$ cat src/rtl/z80fi_insn_recorder.sv
// z80fi instruction recorder: gathers one instruction's fetches, data bus
// accesses and M/T-cycle profile, then emits it as one record.
module z80fi_insn_recorder #(
   parameter int INSN_BYTES  = 4,
   parameter int MAX_MCYCLES = 7
) (
   input  logic                    clk,
   input  logic                    reset,
   input  logic                    insn_start,
   input  logic [15:0]             ip_in,
   input  logic                    fetch_valid,
   input  logic [7:0]              fetch_byte,
   input  logic                    mcycle_valid,
   input  logic [2:0]              mcycle_type,
   input  logic                    tcycle_tick,
   input  logic                    mem_rd_valid,
   input  logic [15:0]             mem_rd_addr,
   input  logic [7:0]              mem_rd_data,
   input  logic                    mem_wr_valid,
   input  logic [15:0]             mem_wr_addr,
   input  logic [7:0]              mem_wr_data,
   input  logic                    insn_end,
   input  logic [15:0]             ip_out,
   output logic                    z80fi_valid,
   output logic [8*INSN_BYTES-1:0] z80fi_insn,
   output logic [2:0]              z80fi_insn_len,
   output logic [15:0]             z80fi_bus_raddr,
   output logic [7:0]              z80fi_bus_rdata,
   output logic [15:0]             z80fi_bus_waddr,
   output logic [7:0]              z80fi_bus_wdata,
   output logic [15:0]             z80fi_reg_ip_in,
   output logic [15:0]             z80fi_reg_ip_out,
   output logic [2:0]              z80fi_mcycle_type1,
   output logic [2:0]              z80fi_mcycle_type2,
   output logic [2:0]              z80fi_mcycle_type3,
   output logic [2:0]              z80fi_mcycle_type4,
   output logic [2:0]              z80fi_mcycle_type5,
   output logic [2:0]              z80fi_mcycle_type6,
   output logic [2:0]              z80fi_mcycle_type7,
   output logic [2:0]              z80fi_tcycles1,
   output logic [2:0]              z80fi_tcycles2,
   output logic [2:0]              z80fi_tcycles3,
   output logic [2:0]              z80fi_tcycles4,
   output logic [2:0]              z80fi_tcycles5,
   output logic [2:0]              z80fi_tcycles6,
   output logic                    z80fi_err
);

   localparam logic [2:0] CYCLE_NONE = 3'd0;

   typedef enum logic {S_IDLE, S_CAPTURE} state_t;

   state_t                  r_state;
   logic [8*INSN_BYTES-1:0] r_insn, w_insn;
   logic [2:0]              r_len, w_len;
   logic [2:0]              r_idx, w_idx;
   logic [2:0]              r_type [1:MAX_MCYCLES];
   logic [2:0]              w_type [1:MAX_MCYCLES];
   logic [2:0]              r_tc [1:MAX_MCYCLES-1];
   logic [2:0]              w_tc [1:MAX_MCYCLES-1];
   logic                    r_rd_seen, w_rd_seen;
   logic                    r_wr_seen, w_wr_seen;
   logic                    r_err, w_err;
   logic [15:0]             r_raddr, w_raddr;
   logic [15:0]             r_waddr, w_waddr;
   logic [7:0]              r_rdata, w_rdata;
   logic [7:0]              r_wdata, w_wdata;
   logic [15:0]             r_ip_in;
   logic [2:0]              r_o_type [1:MAX_MCYCLES];
   logic [2:0]              r_o_tc [1:MAX_MCYCLES-1];
   logic                    w_emit, w_clr;

   always_comb begin
      w_emit    = (r_state == S_CAPTURE) && insn_end;
      w_clr     = insn_start && !w_emit;
      w_insn    = w_clr ? '0 : r_insn;
      w_len     = w_clr ? 3'd0 : r_len;
      w_idx     = w_clr ? 3'd0 : r_idx;
      w_err     = w_clr ? 1'b0 : r_err;
      w_rd_seen = w_clr ? 1'b0 : r_rd_seen;
      w_wr_seen = w_clr ? 1'b0 : r_wr_seen;
      w_raddr   = w_clr ? 16'd0 : r_raddr;
      w_rdata   = w_clr ? 8'd0 : r_rdata;
      w_waddr   = w_clr ? 16'd0 : r_waddr;
      w_wdata   = w_clr ? 8'd0 : r_wdata;
      for (int i = 1; i <= MAX_MCYCLES; i++)
         w_type[i] = w_clr ? CYCLE_NONE : r_type[i];
      for (int i = 1; i < MAX_MCYCLES; i++)
         w_tc[i] = w_clr ? 3'd0 : r_tc[i];

      if (fetch_valid) begin
         if (w_len == 3'(INSN_BYTES)) begin
            w_err = 1'b1;
         end else begin
            for (int i = 0; i < INSN_BYTES; i++)
               if (w_len == 3'(i)) w_insn[8*i +: 8] = fetch_byte;
            w_len = w_len + 3'd1;
         end
      end

      if (mcycle_valid) begin
         if (w_idx == 3'(MAX_MCYCLES)) begin
            w_err = 1'b1;
         end else begin
            w_idx = w_idx + 3'd1;
            for (int i = 1; i <= MAX_MCYCLES; i++)
               if (w_idx == 3'(i)) w_type[i] = mcycle_type;
         end
      end

      // Index is already advanced, so a same-clock tick lands in the new slot
      if (tcycle_tick)
         for (int i = 1; i < MAX_MCYCLES; i++)
            if (w_idx == 3'(i) && w_tc[i] != 3'd7)
               w_tc[i] = w_tc[i] + 3'd1;

      if (mem_rd_valid && !w_rd_seen) begin
         w_rd_seen = 1'b1;
         w_raddr   = mem_rd_addr;
         w_rdata   = mem_rd_data;
      end
      if (mem_wr_valid && !w_wr_seen) begin
         w_wr_seen = 1'b1;
         w_waddr   = mem_wr_addr;
         w_wdata   = mem_wr_data;
      end
   end

   always_ff @(posedge clk) begin
      if (reset) begin
         r_state          <= S_IDLE;
         r_insn           <= '0;
         r_len            <= 3'd0;
         r_idx            <= 3'd0;
         r_err            <= 1'b0;
         r_rd_seen        <= 1'b0;
         r_wr_seen        <= 1'b0;
         r_raddr          <= 16'd0;
         r_rdata          <= 8'd0;
         r_waddr          <= 16'd0;
         r_wdata          <= 8'd0;
         r_ip_in          <= 16'd0;
         z80fi_valid      <= 1'b0;
         z80fi_insn       <= '0;
         z80fi_insn_len   <= 3'd0;
         z80fi_bus_raddr  <= 16'd0;
         z80fi_bus_rdata  <= 8'd0;
         z80fi_bus_waddr  <= 16'd0;
         z80fi_bus_wdata  <= 8'd0;
         z80fi_reg_ip_in  <= 16'd0;
         z80fi_reg_ip_out <= 16'd0;
         z80fi_err        <= 1'b0;
         for (int i = 1; i <= MAX_MCYCLES; i++) begin
            r_type[i]   <= CYCLE_NONE;
            r_o_type[i] <= CYCLE_NONE;
         end
         for (int i = 1; i < MAX_MCYCLES; i++) begin
            r_tc[i]   <= 3'd0;
            r_o_tc[i] <= 3'd0;
         end
      end else begin
         z80fi_valid <= w_emit;
         if (w_emit) begin
            z80fi_insn       <= w_insn;
            z80fi_insn_len   <= w_len;
            z80fi_bus_raddr  <= w_raddr;
            z80fi_bus_rdata  <= w_rdata;
            z80fi_bus_waddr  <= w_waddr;
            z80fi_bus_wdata  <= w_wdata;
            z80fi_reg_ip_in  <= r_ip_in;
            z80fi_reg_ip_out <= ip_out;
            z80fi_err        <= w_err;
            for (int i = 1; i <= MAX_MCYCLES; i++)
               r_o_type[i] <= w_type[i];
            for (int i = 1; i < MAX_MCYCLES; i++)
               r_o_tc[i] <= w_tc[i];
         end

         if (insn_start) begin
            r_state <= S_CAPTURE;
            r_ip_in <= ip_in;
         end else if (w_emit) begin
            r_state <= S_IDLE;
         end

         if (insn_start || r_state == S_CAPTURE) begin
            r_insn    <= w_insn;
            r_len     <= w_len;
            r_idx     <= w_idx;
            r_err     <= w_err;
            r_rd_seen <= w_rd_seen;
            r_wr_seen <= w_wr_seen;
            r_raddr   <= w_raddr;
            r_rdata   <= w_rdata;
            r_waddr   <= w_waddr;
            r_wdata   <= w_wdata;
            for (int i = 1; i <= MAX_MCYCLES; i++)
               r_type[i] <= w_type[i];
            for (int i = 1; i < MAX_MCYCLES; i++)
               r_tc[i] <= w_tc[i];
         end

         // Back-to-back: the retiring clock's events belong to the old record
         if (insn_start && w_emit) begin
            r_insn    <= '0;
            r_len     <= 3'd0;
            r_idx     <= 3'd0;
            r_err     <= 1'b0;
            r_rd_seen <= 1'b0;
            r_wr_seen <= 1'b0;
            r_raddr   <= 16'd0;
            r_rdata   <= 8'd0;
            r_waddr   <= 16'd0;
            r_wdata   <= 8'd0;
            for (int i = 1; i <= MAX_MCYCLES; i++)
               r_type[i] <= CYCLE_NONE;
            for (int i = 1; i < MAX_MCYCLES; i++)
               r_tc[i] <= 3'd0;
         end
      end
   end

   assign z80fi_mcycle_type1 = r_o_type[1];
   assign z80fi_mcycle_type2 = r_o_type[2];
   assign z80fi_mcycle_type3 = r_o_type[3];
   assign z80fi_mcycle_type4 = r_o_type[4];
   assign z80fi_mcycle_type5 = r_o_type[5];
   assign z80fi_mcycle_type6 = r_o_type[6];
   assign z80fi_mcycle_type7 = r_o_type[7];
   assign z80fi_tcycles1     = r_o_tc[1];
   assign z80fi_tcycles2     = r_o_tc[2];
   assign z80fi_tcycles3     = r_o_tc[3];
   assign z80fi_tcycles4     = r_o_tc[4];
   assign z80fi_tcycles5     = r_o_tc[5];
   assign z80fi_tcycles6     = r_o_tc[6];

endmodule
$ cat config.mk
export PLATFORM = sky130hd
export DESIGN_NAME = z80fi_insn_recorder
export DESIGN_NICKNAME = d
export VERILOG_FILES = /design/src/rtl/z80fi_insn_recorder.sv
export SDC_FILE = /design/constraint.sdc
export NUM_CORES = 1
export LEC_CHECK = 0
export BUFFER_PORTS_ARGS = -buffer_cell sky130_fd_sc_hd__buf_2
export CAP_MARGIN = 40
export CORE_MARGIN = 4
export CORE_UTILIZATION = 42
export CTS_BUF_LIST = sky130_fd_sc_hd__clkbuf_16
export DETAILED_ROUTE_END_ITERATION = 8
export GPL_ROUTABILITY_DRIVEN = 0
export HOLD_SLACK_MARGIN = 0.08
export PLACE_DENSITY = 0.67
export SLEW_MARGIN = 10
export SYNTH_ARGS = -nofsm -noshare
export SYNTH_HDL_FRONTEND = slang
export SYNTH_SLANG_ARGS = --single-unit
$ cat constraint.sdc
create_clock -name clk -period 2.8 [get_ports clk]
set_input_delay 0.28 -clock clk [delete_from_list [all_inputs] [get_ports clk]]
set_output_delay 0.28 -clock clk [all_outputs]
set_load 0.02 [all_outputs]
# After elaboration in Yosys (flattened, before gate mapping)
# Memories as Yosys holds them, arrays and structs flattened.
# Index checks and enable logic that the tools add are counted.
# W data, S select, Z words.
[totals]
n_memories = 4
elab_cells = 226
in_bits = 100
ram_bits = 78
output_inout_bits = 156
ff_bits = 223
[classes]
eq_ne = 24
n_bitwise = 39
n_reduce_logical = 18
mux = 111
add_sub_neg = 8
[memory_table]
columns = ["memory", "words", "word_bits", "read_ports", "rd_clocked_by_memory_dff", "wr", "line_no", "rtl"]
rows = [
  ["r_o_type", 7, 3, 7, 0, 7, "69", "logic [2:0] r_o_type [1:MAX_MCYCLES];"],
  ["r_type", 7, 3, 7, 0, 7, "57", "logic [2:0] r_type [1:MAX_MCYCLES];"],
  ["r_o_tc", 6, 3, 6, 0, 6, "70", "logic [2:0] r_o_tc [1:MAX_MCYCLES-1];"],
  ["r_tc", 6, 3, 6, 0, 6, "59", "logic [2:0] r_tc [1:MAX_MCYCLES-1];"],
]
[ops]
columns = ["cell", "n"]
rows = [
  ["$mux W3", 71],
  ["$mux W32", 3],
  ["$mux W16", 4],
  ["$mux W8", 8],
  ["$mux W21", 2],
  ["$or A1 B1 Y1", 39],
  ["$eq A3 B3 Y1 const B", 9],
  ["$add A3 B1 Y3 const B", 8],
  ["$mux W1", 22],
  ["$eq A3 B2 Y1 const B", 6],
  ["$mux W18", 1],
  ["$ne A3 B3 Y1 const B", 6],
  ["$logic_and A1 B1 Y1", 11],
  ["$eq A3 B1 Y1 const B", 3],
  ["$logic_not A1 Y1", 3],
  ["$logic_not A3 Y1", 1],
  ["$reduce_bool A2 Y1", 1],
  ["$reduce_or A2 Y1", 1],
  ["$logic_or A1 B1 Y1", 1],
]

# Logic depth before layout (Yosys ltp)
# Gate-level depths: netlist of the first run.
[depth]
depth_word = 13
mapped_depth = 12
depth_no_buf = 9

# Worst setup path after synthesis of the first run
# No wires, ideal clock.
[synth_path]
path_type = "register to register"
start = "register r_state"
end = "register r_o_type[2][0] (netlist name)"
stages_incl_launch_ff = 13
path_buffers = 4
period_less_slack_ns = 3.055
t_arrival_ns = 2.789
required_ns = 2.534
path_slack_ns = -0.255
setup_time_ns = 0.266
cell_sequence = "dfxtp_1 -> buf_2 -> a21bo_2 -> buf_2 -> clkbuf_1 -> and3_1 -> inv_1 -> ha_1 -> nand3b_1 -> or4b_2 -> clkbuf_1 -> mux2i_1 -> nor2_1"
[synth_lines]
columns = ["item", "line_no", "rtl"]
rows = [
  ["start: declaration", "53", "state_t r_state;"],
  ["start signal: assignment", "131", "r_state <= S_IDLE;"],
  ["start signal: assignment", "180", "r_state <= S_CAPTURE;"],
  ["start signal: assignment", "183", "r_state <= S_IDLE;"],
]

==> impl_table.tex, run 1 <==
\begin{tabular}{lr}
\hline
Metric & Value \\
\hline
\multicolumn{2}{l}{\textbf{Detailed routing}} \\
Average via count per standard cell & 5.288 \\
Count of nets left with antenna violations after detail routing & 0 \\
Post-route DRC violation count & 0 \\
Count of vias placed by the detailed router & 10680 \\
Detailed-routing iteration count for the pre-antenna-repair pass & 5 \\
DR iter-0 viols & 505 \\
Routed Wire Length & 34.01 mm \\
Per-cell routed wire length & 16.84 um \\
\multicolumn{2}{l}{\textbf{Yosys}} \\
Syn Nets & 1410 \\
Biggest area consumer among synthesized cells & sky130\_fd\_sc\_hd\_\_dfxtp\_1 \\
Share of flip-flops with an asynchronous set or reset & 0\% \\
Prevailing post-synth register cell & sky130\_fd\_sc\_hd\_\_dfxtp\_1 \\
Sequential cell area fraction in the yosys report & 52.77\% \\
Most repeated cell in the gate-level netlist after synthesis & sky130\_fd\_sc\_hd\_\_dfxtp\_1 \\
Post-Syn Instances & 1290 \\
Cell types with the largest area share after synthesis & sky130\_fd\_sc\_hd\_\_dfxtp\_1, sky130\_fd\_sc\_hd\_\_edfxtp\_1, sky130\_fd\_sc\_hd\_\_mux2i\_1 \\
Combined area of all synthesized cells & 12900 um\^{}2 \\
Post-synthesis register bit count & 301 \\
EDFF count, synth & 78 \\
Synth cell types & 53 \\
Post-synthesis average cell area & 9.999 um\^{}2 \\
Top post-synthesis cells by count & sky130\_fd\_sc\_hd\_\_dfxtp\_1, sky130\_fd\_sc\_hd\_\_nor2\_1, sky130\_fd\_sc\_hd\_\_nand2\_1 \\
Synth Warn \# & 0 \\
Share of the synthesized area in the top cell type & 34.61\% \\
\multicolumn{2}{l}{\textbf{Critical path}} \\
Flop-to-flop setup slack & 230 ps \\
Critical R2R Launch & r\_state\$\_SDFFE\_PP0P\_ \\
Path type of the worst setup path & flop to flop \\
Worst r2r dst & r\_o\_type[2][1]\$\_SDFFCE\_PN0P\_ \\
Required time at the endpoint of the critical path & 3040 ps \\
Worst setup SP type & flop \\
Depth of the most critical reg-to-reg path & 8 \\
Largest fanout on the critical path & 7 \\
Data arrival time of the worst path & 2800 ps \\
Crit path capture type & flop \\
\multicolumn{2}{l}{\textbf{Global route}} \\
Gr usage total & 19.41\% \\
Initial antenna violation count & 4 \\
Maximum number of pins on one net before global-route repair & 121 \\
First-pass GRT wire length & 54.68 mm \\
Met3 Use GR & 4.800\% \\
Met1 Track Usage GR & 25.27\% \\
Via count of the first global-routing pass & 10510 \\
Sum of overflow across all layers after global routing & 0 \\
Met2 Track Usage GR & 32.00\% \\
Global-route layer with the greatest usage & met2 \\
\multicolumn{2}{l}{\textbf{Clock tree}} \\
H-Tree Level Count & 2 \\
Clock slew at reported path FFs & 60 ps \\
Post\_cts resized & 0 \\
Source-to-sink clock delay at the later pin of the worst-skew pair & 510 ps \\
CTS tree & built \\
Buffer depth of the longest clock path & 3 \\
CTS Buf Count & 35 \\
Setup bufs post-CTS & 0 \\
Root Buffer Master & sky130\_fd\_sc\_hd\_\_clkbuf\_16 \\
Sinks on Clock Net & 301 \\
\multicolumn{2}{l}{\textbf{Timing}} \\
Final setup slack of the worst path & 232.4 ps \\
Final sum of negative setup slack & 0 ps \\
Portion of the clock cycle consumed by the worst path in the final layout & 91.70\% \\
Tightest slew margin relative to the limit & 49.83\% \\
Time the final worst path needs with I/O delays and setup & 2568 ps \\
Worst setup skew after layout & 21.98 ps \\
Final Hold Viols & 0 \\
Slew at the pin closest to its max-slew limit & 752.6 ps \\
Number of pins exceeding their max-slew limit in the final report & 0 \\
Minimum hold slack & 77.24 ps \\
Total of endpoints with negative setup slack in the final report & 0 \\
Achievable clock frequency & 389.5 MHz \\
Setup repair after global routing missed its margin & false \\
\multicolumn{2}{l}{\textbf{Power and ir drop}} \\
Static leakage power & 7.030 nW \\
Switching part of the total & 25.67\% \\
PD cells & 624.9 nW/um\^{}2 \\
Maximum vdd ir drop & 0.4229 mV \\
Cell-internal power & 7.653 mW \\
Overall power after layout & 10.30 mW \\
Switching power summed over all nets & 2.644 mW \\
Fraction of power consumed by sequential logic & 46.4\% \\
Comb power frac & 12.4\% \\
Share of total power in the clock network & 41.1\% \\
\multicolumn{2}{l}{\textbf{Floorplan}} \\
Area of the die & 33580 um\^{}2 \\
Vertical extent of the die & 183.2 um \\
Number of primary I/O pins & 256 \\
Initial core utilization & 43.06\% \\
Count of standard-cell rows & 63 \\
Core area & 29950 um\^{}2 \\
Chip width & 183.2 um \\
\multicolumn{2}{l}{\textbf{Status}} \\
Outcome & finished, final reports clean \\
\multicolumn{2}{l}{\textbf{Placement}} \\
Setup Slack @ Placement & 86.17 ps \\
Buffers added on ports & 255 \\
Post-DP HPWL & 21.90 mm \\
\multicolumn{2}{l}{\textbf{Cells and area}} \\
Final standard cell utilization of the core & 55.01\% \\
Net count, final & 1718 \\
Synth-to-layout area growth & 27.75\% \\
Share of cells above drive strength 1 & 22.67\% \\
\multicolumn{2}{l}{\textbf{Worst hold path}} \\
Worst min-delay path startpoint & ip\_in[0] \\
Min-Delay Endpoint & r\_ip\_in[0]\$\_SDFFE\_PP0P\_ \\
Hold WC Path Type & primary input to flop \\
Number of cells traversed by the worst hold path & 3 \\
\multicolumn{2}{l}{\textbf{Flow run}} \\
Count of maximum capacitance violations & 0 \\
\hline
\end{tabular}
==> worst max-delay path by stage <==
stage | startpoint | end | cells after the start
global route | r_state$_SDFFE_PP0P_ | r_o_type[2][1]$_SDFFCE_PN0P_ | 8
CTS | r_state$_SDFFE_PP0P_ | r_o_type[2][1]$_SDFFCE_PN0P_ | 8
detailed placement | insn_start | r_o_type[2][1]$_SDFFCE_PN0P_ | 9
global placement | insn_start | r_type[0][13]$_SDFFCE_PP0P_ | 9
floorplan | r_state$_SDFFE_PP0P_ | r_o_type[2][0]$_SDFFCE_PN0P_ | 11
finish | r_state$_SDFFE_PP0P_ | r_o_type[2][1]$_SDFFCE_PN0P_ | 8
==> through the flow <==
stage | cell area (um^2) | instances
floorplan | 12920 | 1290
global placement | 14540 | 1869
detailed placement | 14590 | 1871
CTS | 16460 | 2013
global route | 16470 | 2016
finish | 16480 | 2019
==> layout make-up <==
class                      count  area, um^2
antenna                        6       15.01
inverter                      18       67.56
fill                        2715       13480
clock buffer                  37       925.9
multi-input combinational    865        5575
clock inverter                25       151.4
tap                          390       488.0
sequential                   301        6808
timing repair buffer         377        2447
==> power by group through the flow <==
stage                     logic (mW)  clock network (mW)  registers, mW
after floorplan                0.655                   0           4.99
final                           1.28                4.24           4.78
after global routing            1.40                4.53           4.80
after global placement          1.16                   0           4.86
after detailed placement        1.19                   0           4.87
after CTS                       1.28                4.34           4.78
==> critical path: stages (launching register included) <==
cell and delay (ps):
sky130_fd_sc_hd__dfxtp_2 320, sky130_fd_sc_hd__a21bo_2 220, sky130_fd_sc_hd__and3_1 200, sky130_fd_sc_hd__inv_1 50, sky130_fd_sc_hd__ha_1 320, sky130_fd_sc_hd__nand3b_1 150
sky130_fd_sc_hd__or4b_2 730, sky130_fd_sc_hd__mux2i_1 240, sky130_fd_sc_hd__nor2_1 60
==> flip-flops by register name, indices dropped and copies added (netlist names), 3 cells and up <==
signal / flops
r_insn: 32
z80fi_insn: 32
r_o_type: 21
r_type: 21
r_o_tc: 18
r_tc: 18
r_ip_in: 16
r_raddr: 16
r_waddr: 16
z80fi_bus_raddr: 16
z80fi_bus_waddr: 16
z80fi_reg_ip_in: 16
z80fi_reg_ip_out: 16
r_rdata: 8
r_wdata: 8
z80fi_bus_rdata: 8
z80fi_bus_wdata: 8
r_idx: 3
r_len: 3
z80fi_insn_len: 3
==> per-layer routing <==
metal  vias to the layer above  part of all wire [%]
met5                         -                 0.021
met3                        65                   6.1
met2                       266                    47
met1                      5119                    44
li1                       5225                     -
met4                         2                   2.6
==> repair_timing <==
item / in CTS / in global routing
hold endpoints to repair: 80 / 0
setup endpoints to repair: 0 / 0
hold buffers: 80 / 0
==> cell families (layout without fill, tap and decap cells) <==
kind of cell | after synthesis | in the layout | share of synthesized area [%]
other | 0 | 6 | 0
DFF | 301 | 301 | 52.77
AOI/OAI and AO/OA | 260 | 260 | 15.03
xor gates and xnor gates | 1 | 1 | 0.06791
muxes | 148 | 148 | 11.49
and+or+nand+nor | 436 | 436 | 14.54
buffers and inverters | 124 | 457 | 4.171
adders and majority gates | 20 | 20 | 1.940
==> cells in the final DEF (no fill, tap or decap), types with 2 or more instances in the layout <==
master and instances:
sky130_fd_sc_hd__or2_2 2, sky130_fd_sc_hd__buf_4 39, sky130_fd_sc_hd__o21ai_1 2, sky130_fd_sc_hd__nor2b_1 4
sky130_fd_sc_hd__ha_1 19, sky130_fd_sc_hd__o211a_1 2, sky130_fd_sc_hd__nor4_4 2, sky130_fd_sc_hd__diode_2 6
sky130_fd_sc_hd__inv_1 26, sky130_fd_sc_hd__a311oi_1 4, sky130_fd_sc_hd__dlygate4sd3_1 80, sky130_fd_sc_hd__dfxtp_1 222
sky130_fd_sc_hd__a31oi_1 5, sky130_fd_sc_hd__nand2_1 153, sky130_fd_sc_hd__buf_12 2, sky130_fd_sc_hd__a211oi_1 86
sky130_fd_sc_hd__a21oi_1 50, sky130_fd_sc_hd__clkinv_1 8, sky130_fd_sc_hd__mux2i_1 148, sky130_fd_sc_hd__nor2_1 204
sky130_fd_sc_hd__a32oi_1 3, sky130_fd_sc_hd__a32o_1 24, sky130_fd_sc_hd__and3_1 9, sky130_fd_sc_hd__a22oi_1 50
sky130_fd_sc_hd__nand3_1 13, sky130_fd_sc_hd__clkinv_2 2, sky130_fd_sc_hd__o21ai_2 2, sky130_fd_sc_hd__clkinvlp_4 3
sky130_fd_sc_hd__a211oi_4 4, sky130_fd_sc_hd__nor3b_1 2, sky130_fd_sc_hd__buf_2 254, sky130_fd_sc_hd__o21ai_0 14
sky130_fd_sc_hd__clkbuf_16 37, sky130_fd_sc_hd__nand4_1 2, sky130_fd_sc_hd__nand4b_1 2, sky130_fd_sc_hd__nand2b_1 5
sky130_fd_sc_hd__o211ai_1 5, sky130_fd_sc_hd__and2_1 28, sky130_fd_sc_hd__edfxtp_1 78
Note: power is estimated with default switching activity, not from simulation.
==> run 2, diff against run 1 <==
==> constraint.sdc (replaced) <==
create_clock -name clk -period 2.15 [get_ports clk]
set_input_delay 0.215 -clock clk [delete_from_list [all_inputs] [get_ports clk]]
set_output_delay 0.215 -clock clk [all_outputs]
set_load 0.05 [all_outputs]
==> run 2 against run 1 <==
Net effect:
- the run now ends with negative setup slack left
- via count rose by 1.3%
- combinational power increased by 69%
- global-route usage is 0.14 points higher
- clock-buffer cell count fell by 1
- hold slack gained 45 ps
- sequential cell count stayed put
- core utilization grew 2.8 points
==> impl_table.tex, run 2 (synthesis gave the netlist of run 1 again) <==
\begin{tabular}{lr}
\hline
Metric & Value \\
\hline
\multicolumn{2}{l}{\textbf{Clock tree}} \\
Source-to-sink clock delay at the later pin of the worst-skew pair & 510 ps \\
Sinks on Clock Net & 301 \\
Root Buffer Master & sky130\_fd\_sc\_hd\_\_clkbuf\_16 \\
Clock slew at reported path FFs & 60 ps \\
CTS tree & built \\
CTS Buf Count & 34 \\
Buffer depth of the longest clock path & 3 \\
H-Tree Level Count & 2 \\
\multicolumn{2}{l}{\textbf{Cells and area}} \\
Storage element area & 6808 um\^{}2 \\
Share of cells above drive strength 1 & 27.42\% \\
Most used cells in the layout excluding fill and tap cells & sky130\_fd\_sc\_hd\_\_buf\_2, sky130\_fd\_sc\_hd\_\_dfxtp\_1, sky130\_fd\_sc\_hd\_\_nor2\_1, sky130\_fd\_sc\_hd\_\_nand2\_1, sky130\_fd\_sc\_hd\_\_mux2i\_1 \\
Net count, final & 1768 \\
Commonest non-fill, non-tap cell in the layout & sky130\_fd\_sc\_hd\_\_buf\_2 \\
Synth-to-layout area growth & 34.19\% \\
Count of filler cells inserted in the layout & 2547 \\
Top Registers & r\_insn (32), z80fi\_insn (32) \\
Combined area of the multi-input logic cells & 5866 um\^{}2 \\
\multicolumn{2}{l}{\textbf{Timing}} \\
Time the final worst path needs with I/O delays and setup & 2282 ps \\
Slew at the pin closest to its max-slew limit & 900.0 ps \\
Achievable clock frequency & 438.2 MHz \\
Final Hold Viols & 0 \\
Minimum hold slack & 122.2 ps \\
Number of pins exceeding their max-slew limit in the final report & 0 \\
Worst setup skew after layout & 20.83 ps \\
Setup repair after global routing missed its margin & true \\
Portion of the clock cycle consumed by the worst path in the final layout & 106.1\% \\
Final setup slack of the worst path & -131.8 ps \\
Tightest slew margin relative to the limit & 40.00\% \\
Total of endpoints with negative setup slack in the final report & 35 \\
\multicolumn{2}{l}{\textbf{Critical path}} \\
Path type of the worst setup path & flop to flop \\
Worst setup SP type & flop \\
Slowest stage cell, crit path & sky130\_fd\_sc\_hd\_\_or4b\_4 \\
Required time at the endpoint of the critical path & 2400 ps \\
Data arrival time of the worst path & 2530 ps \\
Critical Path, Cell by Cell & a21bo\_4 -> and3\_4 -> ha\_4 -> nand3b\_1 -> or4b\_4 -> mux2i\_1 -> nor2\_1 \\
Flop-to-flop setup slack & -130 ps \\
Largest fanout on the critical path & 7 \\
Delay of the slowest critical-path stage & 560 ps \\
Crit path capture type & flop \\
\multicolumn{2}{l}{\textbf{Worst hold path}} \\
Hold WC Path Type & primary input to flop \\
\multicolumn{2}{l}{\textbf{Power and ir drop}} \\
Comb power frac & 15.7\% \\
Overall power after layout & 13.73 mW \\
PD cells & 793.1 nW/um\^{}2 \\
Fraction of power consumed by sequential logic & 45.4\% \\
Static leakage power & 7.364 nW \\
Cell-internal power & 9.902 mW \\
Switching part of the total & 27.87\% \\
Share of total power in the clock network & 38.9\% \\
Maximum vdd ir drop & 0.5724 mV \\
Switching power summed over all nets & 3.825 mW \\
\multicolumn{2}{l}{\textbf{Floorplan}} \\
Vertical extent of the die & 183.2 um \\
Area of the die & 33580 um\^{}2 \\
Count of standard-cell rows & 63 \\
Core area & 29950 um\^{}2 \\
Chip width & 183.2 um \\
Initial core utilization & 43.06\% \\
Number of primary I/O pins & 256 \\
\multicolumn{2}{l}{\textbf{Global route}} \\
First-pass GRT wire length & 54.94 mm \\
Maximum number of pins on one net before global-route repair & 117 \\
Sum of overflow across all layers after global routing & 0 \\
Via count of the first global-routing pass & 10680 \\
Initial antenna violation count & 0 \\
Gr usage total & 19.54\% \\
\multicolumn{2}{l}{\textbf{Detailed routing}} \\
Routed Wire Length & 34.61 mm \\
Per-cell routed wire length & 16.76 um \\
Detailed-routing iteration count for the pre-antenna-repair pass & 5 \\
Count of nets left with antenna violations after detail routing & 0 \\
Post-route DRC violation count & 0 \\
Average via count per standard cell & 5.239 \\
Count of vias placed by the detailed router & 10820 \\
DR iter-0 viols & 729 \\
\multicolumn{2}{l}{\textbf{Status}} \\
Failing checks & negative setup slack \\
Outcome & finished with violations \\
\multicolumn{2}{l}{\textbf{Placement}} \\
Post-DP HPWL & 22.08 mm \\
Buffers added on ports & 255 \\
\multicolumn{2}{l}{\textbf{Flow run}} \\
Count of maximum capacitance violations & 0 \\
\hline
\end{tabular}
## run 2: path summary, 6_finish.rpt
| path | from | to | cells after the start |
|---|---|---|---|
| worst max-delay path | r_state$_SDFFE_PP0P_ | r_o_type[2][0]$_SDFFCE_PN0P_ | 7 |
| worst min-delay path | fetch_valid | r_len[0]$_SDFFE_PP0P_ | 3 |
| worst max register to register | r_state$_SDFFE_PP0P_ | r_o_type[2][0]$_SDFFCE_PN0P_ | 7 |
| worst min register to register | r_ip_in[15]$_SDFFE_PP0P_ | z80fi_reg_ip_in[15]$_SDFFE_PP0P_ | 2 |
## run 2: worst max-delay path, delay by kind of cell (launching register included)
kind | cells | cell delay, ps
compound gates | 1 | 240
simple gates | 4 | 1040
flops | 1 | 320
fa+ha+maj | 1 | 190
mux | 1 | 230
## run 2: timing repair
item                                    CTS  global route
endpoints found under the setup margin   70           100
gates resized for setup                   7            60
hold buffers                             91             0
pin swaps                                 3            16
buffers inserted                          1             7
cloned                                    0             0
endpoints found under the hold margin   141             0
## run 2: power by group through the flow
stage | registers, mW | clock network, mW | logic (mW)
2_1_floorplan | 6.82 | 0 | 0.867
3_3_place_gp | 6.34 | 0 | 1.93
3_5_place_dp | 6.34 | 0 | 1.96
4_1_cts | 6.23 | 5.47 | 2.10
5_1_grt | 6.26 | 5.70 | 2.33
6_report | 6.23 | 5.34 | 2.16
## run 2: final cells by class
class | instances | area share, %
flip-flops and latches | 301 | 39.33
clock buffers | 36 | 5.205
well taps | 390 | 2.819
repair buffers | 428 | 17.58
inverters | 18 | 0.3903
diodes | 1 | 0.01446
multi-input cells | 865 | 33.89
clock inverters | 26 | 0.7735
## run 2: stage by stage
| stage | setup WS [ps] | TNS (ps) | std cells | area, um^2 | util [%] |
|---|---|---|---|---|---|
| final | -131.8 | -2218 | 2065 | 17310 | 57.79 |
| after global routing | -215.6 | -7482 | 2064 | 17310 | 57.78 |
| after CTS | -117.1 | -4174 | 2058 | 17010 | 56.78 |
| after detailed placement | -159.3 | -6284 | 1904 | 15030 | 50.17 |
| after global placement | -119.9 | -5666 | 1903 | 15010 | 50.12 |
| after floorplan | -453.5 | -29390 | 1290 | 13010 | - |
## run 2: routing by layer
metal  track usage [%]  vias to the layer above  part of all wire, %  wire [um]
met2             31.99                      298                   47      16320
met3             4.363                       83                  6.1       2115
met1             25.81                     5131                   43      15050
met5                 0                        -                    0          0
li1                  -                     5307                    -          -
met4             6.436                        0                  3.3       1131
